## config.mk

```make
export PLATFORM = sky130hd
export DESIGN_NAME = snake_motion_ctrl
export DESIGN_NICKNAME = d
export VERILOG_FILES = /design/src/rtl/snake_motion_ctrl.sv
export SDC_FILE = /design/constraint.sdc
export NUM_CORES = 1
export LEC_CHECK = 0
export BUFFER_PORTS_ARGS = -buffer_cell sky130_fd_sc_hd__buf_4
export CAP_MARGIN = 20
export CORE_UTILIZATION = 35
export DETAILED_ROUTE_END_ITERATION = 7
export HOLD_SLACK_MARGIN = 0.03
export PLACE_DENSITY_LB_ADDON = 0.1
export REMOVE_ABC_BUFFERS = 1
export SYNTH_ARGS = -nofsm -noshare
export SYNTH_HDL_FRONTEND = slang
export SYNTH_SLANG_ARGS = --single-unit
```

## constraint.sdc

```tcl
create_clock -name clk -period 25.6 [get_ports clk]
set_input_delay 3.84 -clock clk [delete_from_list [all_inputs] [get_ports clk]]
set_output_delay 3.84 -clock clk [all_outputs]
set_load 0.01 [all_outputs]
```

## src/rtl/snake_motion_ctrl.sv

```systemverilog
// Snake movement and collision stage: keeps the body as a position shift buffer,
// steps it on each game tick and reports apple (good) and wall/self (bad) hits.
module snake_motion_ctrl #(
    parameter int GRID_W  = 8,
    parameter int GRID_H  = 8,
    parameter int MAX_LEN = 50
) (
    input  logic       clk,
    input  logic       rst,
    input  logic       tick,
    input  logic [3:0] direction,
    input  logic [3:0] appleX,
    input  logic [3:0] appleY,
    input  logic [5:0] rdIdx,
    output logic       goodColl,
    output logic       badColl,
    output logic [3:0] headX,
    output logic [3:0] headY,
    output logic [5:0] snakeLen,
    output logic       alive,
    output logic [3:0] rdX,
    output logic [3:0] rdY,
    output logic       rdValid
);

    localparam logic [1:0] ST_IDLE = 2'd0;
    localparam logic [1:0] ST_RUN  = 2'd1;
    localparam logic [1:0] ST_DEAD = 2'd2;

    // Directions are kept one-hot in the same bit order as the press input.
    localparam logic [3:0] DIR_UP    = 4'b1000;
    localparam logic [3:0] DIR_DOWN  = 4'b0100;
    localparam logic [3:0] DIR_LEFT  = 4'b0010;
    localparam logic [3:0] DIR_RIGHT = 4'b0001;

    localparam logic [3:0] X_MAX   = 4'(GRID_W - 1);
    localparam logic [3:0] Y_MAX   = 4'(GRID_H - 1);
    localparam logic [3:0] INIT_X  = 4'd1;
    localparam logic [3:0] INIT_Y  = 4'(GRID_H / 2);
    localparam logic [5:0] LEN_MAX = 6'(MAX_LEN);

    logic [1:0] state_reg;
    logic [3:0] cur_dir_reg;
    logic [3:0] pend_dir_reg;
    logic [5:0] len_reg;
    logic       good_reg;
    logic       bad_reg;
    logic [3:0] body_x_reg [MAX_LEN];
    logic [3:0] body_y_reg [MAX_LEN];

    logic               press_valid;
    logic               start;
    logic               do_step;
    logic [3:0]         next_x;
    logic [3:0]         next_y;
    logic               wall_hit;
    logic               grow;
    logic [5:0]         hit_limit;
    logic [MAX_LEN-1:0] self_vec;
    logic               self_hit;
    logic               bad_step;
    logic               move;
    logic [5:0]         len_next;
    logic [3:0]         eff_dir;
    logic [3:0]         rev_dir;
    logic               press_accept;

    assign press_valid = (direction != 4'd0) && ((direction & (direction - 4'd1)) == 4'd0);
    assign start       = (state_reg != ST_RUN) && press_valid;
    assign do_step     = (state_reg == ST_RUN) && tick;

    always_comb begin
        next_x   = body_x_reg[0];
        next_y   = body_y_reg[0];
        wall_hit = 1'b0;
        case (pend_dir_reg)
            DIR_UP: begin
                next_y   = body_y_reg[0] - 4'd1;
                wall_hit = (body_y_reg[0] == 4'd0);
            end
            DIR_DOWN: begin
                next_y   = body_y_reg[0] + 4'd1;
                wall_hit = (body_y_reg[0] == Y_MAX);
            end
            DIR_LEFT: begin
                next_x   = body_x_reg[0] - 4'd1;
                wall_hit = (body_x_reg[0] == 4'd0);
            end
            default: begin
                next_x   = body_x_reg[0] + 4'd1;
                wall_hit = (body_x_reg[0] == X_MAX);
            end
        endcase
    end

    assign grow = (next_x == appleX) && (next_y == appleY);
    // The tail cell is vacated during a plain move, so it only counts when growing.
    assign hit_limit = grow ? len_reg : (len_reg - 6'd1);

    genvar gi;
    generate
        for (gi = 0; gi < MAX_LEN; gi++) begin : g_self
            assign self_vec[gi] = (body_x_reg[gi] == next_x) && (body_y_reg[gi] == next_y)
                                  && (6'(gi) < hit_limit);
        end
    endgenerate

    assign self_hit = |self_vec;
    assign bad_step = do_step && (wall_hit || self_hit);
    assign move     = do_step && !bad_step;
    assign len_next = (move && grow && (len_reg < LEN_MAX)) ? (len_reg + 6'd1) : len_reg;

    // A press arriving with a tick is judged against the direction that tick commits.
    assign eff_dir      = do_step ? pend_dir_reg : cur_dir_reg;
    assign rev_dir      = {eff_dir[2], eff_dir[3], eff_dir[0], eff_dir[1]};
    assign press_accept = press_valid && !((direction == rev_dir) && (len_next > 6'd1));

    always_ff @(posedge clk) begin
        if (rst) begin
            state_reg     <= ST_IDLE;
            cur_dir_reg   <= DIR_RIGHT;
            pend_dir_reg  <= DIR_RIGHT;
            len_reg       <= 6'd1;
            good_reg      <= 1'b0;
            bad_reg       <= 1'b0;
            body_x_reg[0] <= INIT_X;
            body_y_reg[0] <= INIT_Y;
        end else begin
            good_reg <= move && grow;
            bad_reg  <= bad_step;
            if (start) begin
                state_reg     <= ST_RUN;
                cur_dir_reg   <= direction;
                pend_dir_reg  <= direction;
                len_reg       <= 6'd1;
                body_x_reg[0] <= INIT_X;
                body_y_reg[0] <= INIT_Y;
            end else if (state_reg == ST_RUN) begin
                if (bad_step) begin
                    state_reg <= ST_DEAD;
                end
                if (do_step) begin
                    cur_dir_reg <= pend_dir_reg;
                end
                if (press_accept) begin
                    pend_dir_reg <= direction;
                end
                if (move) begin
                    body_x_reg[0] <= next_x;
                    body_y_reg[0] <= next_y;
                end
                len_reg <= len_next;
            end
        end
    end

    generate
        for (gi = 1; gi < MAX_LEN; gi++) begin : g_shift
            always_ff @(posedge clk) begin
                if (rst) begin
                    body_x_reg[gi] <= 4'd0;
                    body_y_reg[gi] <= 4'd0;
                end else if (move) begin
                    body_x_reg[gi] <= body_x_reg[gi-1];
                    body_y_reg[gi] <= body_y_reg[gi-1];
                end
            end
        end
    endgenerate

    assign goodColl = good_reg;
    assign badColl  = bad_reg;
    assign headX    = body_x_reg[0];
    assign headY    = body_y_reg[0];
    assign snakeLen = len_reg;
    assign alive    = (state_reg == ST_RUN);
    assign rdValid  = (rdIdx < len_reg);
    assign rdX      = rdValid ? body_x_reg[rdIdx] : 4'd0;
    assign rdY      = rdValid ? body_y_reg[rdIdx] : 4'd0;

endmodule
```

Yosys cells after proc, flatten, opt, wreduce, memory -nomap -nowiden
Memory sizes are Yosys's and may differ from the RTL's.
Cells that the tools add are included.
{ "word_totals": {"input_bits": 21, "memories": 2, "mem_bits_rw": 400, "regBits": 18} }
{ "op_classes": {"eq_ne": 110, "n_reduce_logical": 126, "muxes": 130, "add_sub_neg": 7, "bitwise_logic": 103, "n_lt_le_gt_ge": 53} }
{ "mem_list": {"columns": ["memory", "words", "width", "read_ports", "rd_clocked_by_memory_dff", "wr", "line_no", "rtl"], "rows": [
  ["body_x_reg", 50, 4, 51, 0, 50, "48", "logic [3:0] body_x_reg [MAX_LEN];"],
  ["body_y_reg", 50, 4, 51, 0, 50, "49", "logic [3:0] body_y_reg [MAX_LEN];"]
]} }
{ "ops": {"columns": ["operator", "n"], "rows": [
  ["two-way mux 4 bit", 110],
  ["== test 4 bit", 103],
  ["logical AND 1 bit", 110],
  ["< comparator 6 bit (first input constant)", 18],
  ["OR 1 bit", 102],
  ["< comparator 5 x 6 -> 1 bit (first input constant)", 16],
  ["OR reduction 50 bit", 1],
  ["< comparator 4 x 6 -> 1 bit (first input constant)", 8],
  ["< comparator 3 x 6 -> 1 bit (first input constant)", 4],
  ["case mux 4 bit (2 select lines)", 2],
  ["two-way mux 1 bit", 15],
  ["== test 4 x 3 -> 1 bit (second input constant)", 3],
  ["zero test 4 bit", 3],
  ["< comparator 1 x 6 -> 1 bit (first input constant)", 2],
  ["< comparator 2 x 6 -> 1 bit (first input constant)", 2],
  ["two-way mux 6 bit", 2],
  ["subtractor 4 x 1 -> 4 bit (second input constant)", 3],
  ["adder 4 x 1 -> 4 bit (second input constant)", 2],
  ["adder 6 x 1 -> 6 bit (second input constant)", 1],
  ["> comparator 6 x 1 -> 1 bit (second input constant)", 1],
  ["< comparator 6 bit", 1],
  ["< comparator 6 bit (second input constant)", 1],
  ["AND reduction 2 bit", 3],
  ["nonzero test 2 bit", 3],
  ["11 further kinds", 13]
]} }

Depth between registers and ports, before layout
{ "logic_depth": {"word_depth": 23, "depth_mapped": 22, "depth_no_buf": 18} }

Worst setup path after synthesis
Ideal clock, no wire load.
{ "synth_path": {"path_kind": "input to register", "startpoint": "input port appleY[0]", "endpoint": "memory body_x_reg[10][0] (enable)", "path_slack_ns": 8.689, "cell_stages": 13, "t_required_ns": 24.773, "t_arrival_ns": 16.083, "setup_ns": 0.827, "n_path_buf": 0, "path_cell_list": "xnor2_1 nor4_1 o2bb2ai_1 o21ai_1 o31ai_1 mux2_2 o32ai_1 a31oi_1 a2111o_1 or4_4 nor4_4 nand2_4 nand2b_1"} }
{ "synth_lines": {"columns": ["item", "line_no", "rtl"], "rows": [
  ["start: declaration", "13", "input logic [3:0] appleY,"],
  ["end: declaration", "48", null]
]} }

Worst setup path after layout
{ "layout_path": {"startpoint": "input port rdIdx[0]", "endpoint": "output port rdY[0]"} }
{ "layout_via": {"elab_chain_cells": 2, "elab_cells_between_ends": 3} }
{ "layout_rtl": {"columns": ["item", "line_no", "rtl"], "rows": [
  ["start: declaration", "14", "input logic [5:0] rdIdx,"],
  ["memory (50 x 4 bit) / < comparator 6 bit (equally long branches)", null, null],
  ["two-way mux 4 bit *", "179", "assign rdY = rdValid ? body_y_reg[rdIdx] : 4'd0;"],
  ["end: declaration", "22", "output logic [3:0] rdY,"]
]} }
Every way passes the cells marked *; elsewhere a longest branch is shown, timed or not.

==> flow_summary.ini <==
[run_status]
outcome = finished, final reports clean

[critical_path]
cp-startpoint = rdIdx[0]
r2r-end = body_x_reg[36][3]$_SDFFCE_PN0P_
cpPeakStageDelay_ps = 720
cp_num_cells = 8
start_kind = primary input
regToRegStartpoint = body_y_reg[0][0]$_SDFFCE_PN0P_
cp_max_fo = 39
worstPathRequired_ps = 21760
critical_path_buf_inv_count = 4
critPathSlowestCell = buf_4
crit_family = buffers and inverters
cp_data_arrival_time_ps = 7880
reg2reg_slack_ps = 15780
crit_type = in -> out
r2r_cells = 19
path_cells = buf_6 -> buf_4 -> buf_4 -> mux4_2 -> mux4_2 -> mux4_2 -> nor2b_1 -> buf_4
crit_end = rdY[0]
cp-end-kind = output port

[floorplanning]
core_area_um2 = 76330
initial_utilization = 0.3558
dieHeight_um = 280.5
ios = 47
fp-row-count = 101
die_w_um = 280.5
dieArea_um2 = 78700

[place]
place_area_um2 = 28590
io_buffers = 46
dpl.hpwl_um = 68900
place_inst = 3242
routabilityCongestion = 0.8776

[logic_synthesis]
synthArstFlopShare = 0
yosys.area.top_type_share = 0.4423
synth.avg_cell_area_um2 = 11.94
synth_most_common_cell = edfxtp_1
synthTopCellsByCount = edfxtp_1 (400), and2_1 (384), xnor2_1 (231)
ys_seq_area_frac = 0.4556
ys_warn_count = 0
yosys_register_bits = 418
yosysTopAreaCell = edfxtp_1
synth_area_um2 = 27150
synth_edf_count = 400
synthCells = 2275
ys_top_cells_by_area = edfxtp_1 (44%), mux4_2 (11%), and2_1 (8.8%)
synth_cell_types = 101
synth-main-ff-cell = edfxtp_1

[clock_tree]
h-tree-depth = 2
cts_tree = done
cts_resized = 0
clk_pin_slew_ps = 60
clock_latency_ps = 610
clock-root-buffer = clkbuf_16
ctsHoldBuffers = 0
cts.sinks = 418
cts_setup_buffers = 0
clk_path_buf_depth = 3
cts_buffers = 54

[routing]
drt_iter0_markers = 2118
route.detailed.drc = 0
route.antenna.remaining_nets = 0
viasPerCell = 5.779
wl_um = 98730
wl_per_cell_um = 29.57
num_vias = 19300
dr.pass1.iters = 5

[min_path]
hold_start = state_reg[1]$_SDFFE_PP0P_
hold_path.class = reg -> reg

[finish]
antenna_cells = 0
post-route-util = 0.3974
fin_area_um2 = 30330
layout-drive-gt1-share = 0.1594
regArea_um2 = 12370
layoutNonFillerInstCount = 3339
fin_nets = 2301
multiInputGateArea_um2 = 14030
areaGrowthSynthToFinish_pct = 11.69
n_fill_cell = 7438

[pwr]
peakVddDrop_mv = 0.04977
power_density_nw_per_um2 = 66.10
power.leakage_nw = 10.56
total_power_mw = 2.005

[grt]
grt_pass1_vias = 19030
grt_max_degree = 184
grt_overflow = 0
grtUsageTotal = 0.2519
grt_pass1_wl_um = 142900
antenna_found_initial = 0

[sta]
slew_violations = 0
tightest_slew_ps = 1416
rsz0062_at_grt = false
fin_crit_sh = 0.4579
hold_viol_final = 0
max_freq_mhz = 85.31
fin_skew_ps = 18.63
relSlewSlack = 0.05625
tns_ps = 0
finalSetupViolations = 0
min_period_ps = 11720

[flow_run]
drv_cap = 0
-- per-stage QoR --
stage	hold WS, ps	setup slack, ps
floorplan	431.3	7151
global placement	445.4	13840
detailed placement	455.0	13820
CTS	468.2	13810
global route	510.8	13620
finish	469.8	13880
-- layout by cell type (no fill, tap or decap), types with 9 or more instances in the layout --
cell type | synthesis | final
buf_4 | 5 | 98
nand2b_1 | 22 | 21
clkbuf_16 | 0 | 55
nand2_1 | 44 | 43
a221oi_1 | 14 | 14
edfxtp_1 | 400 | 400
nor2b_1 | 19 | 19
nand3_1 | 48 | 48
mux4_2 | 128 | 128
mux2i_1 | 12 | 12
clkbuf_1 | 77 | 11
nor2_1 | 69 | 68
a211oi_1 | 21 | 21
xnor3_1 | 18 | 18
ha_1 | 10 | 10
o211ai_1 | 20 | 20
inv_1 | 30 | 30
a2111oi_0 | 10 | 10
a31oi_1 | 12 | 12
a21oi_1 | 55 | 54
o2111ai_1 | 12 | 12
o21ai_0 | 42 | 42
a32oi_1 | 12 | 12
clkinv_1 | 4 | 12
clkinv_2 | 0 | 9
nor4_1 | 42 | 42
nor3_1 | 75 | 74
xor2_1 | 152 | 152
or3_1 | 9 | 9
nand4_1 | 31 | 31
xnor2_1 | 231 | 226
and2_1 | 384 | 383
mux2_2 | 12 | 12
dfxtp_1 | 18 | 18
o22ai_1 | 10 | 10
-- final cells by class --
cell class	count	share of cell area
Multi-Input combinational cell	1658	0.4626
Clock inverter	30	0.01031
Tap cell	1030	0.04249
Timing Repair Buffer	102	0.02558
Clock buffer	66	0.04674
Sequential cell	418	0.4079
Inverter	35	0.004332
-- logic make-up after synthesis --
logic type / Yosys count / synth area share
mux: 153 / 0.1161
buf+inv: 199 / 0.03129
flops: 418 / 0.4556
fa+ha+maj: 11 / 0.005345
simple gates: 787 / 0.1702
xor+xnor: 404 / 0.1403
compound gates: 303 / 0.08119
-- where the power goes --
part | switching (mW) | total (mW) | internal [mW]
registers | 0.0521 | 0.852 | 0.800
clock network | 0.319 | 0.771 | 0.452
logic | 0.231 | 0.382 | 0.151
-- worst reg2reg max path: cells and delay by family (launching register included) --
kind                       cells  cell delay [ps]
adders and majority gates      1              640
AOI/OAI and AO/OA              7             2820
and+or+nand+nor                6             2850
buffers and inverters          5             3060
DFF                            1              330
-- metal layers --
layer / up-vias / routed length [um] / global-route usage
met5: - / 0 / 0
met4: 0 / 2555 / 0.06655
met3: 137 / 6236 / 0.04705
met2: 666 / 43000 / 0.3724
met1: 10050 / 46940 / 0.3747
li1: 8447 / - / -
-- worst min path at each step --
stage / to / cells after the start / slack [ps]
2_1_floorplan: state_reg[1]$_SDFFE_PP0P_ / 2 / 430
3_3_place_gp: state_reg[1]$_SDFFE_PP0P_ / 2 / 450
3_5_place_dp: state_reg[1]$_SDFFE_PP0P_ / 2 / 450
4_1_cts: state_reg[1]$_SDFFE_PP0P_ / 2 / 470
5_1_grt: state_reg[1]$_SDFFE_PP0P_ / 2 / 510
6_report: state_reg[1]$_SDFFE_PP0P_ / 2 / 470
(Power assumes the default switching activity.)
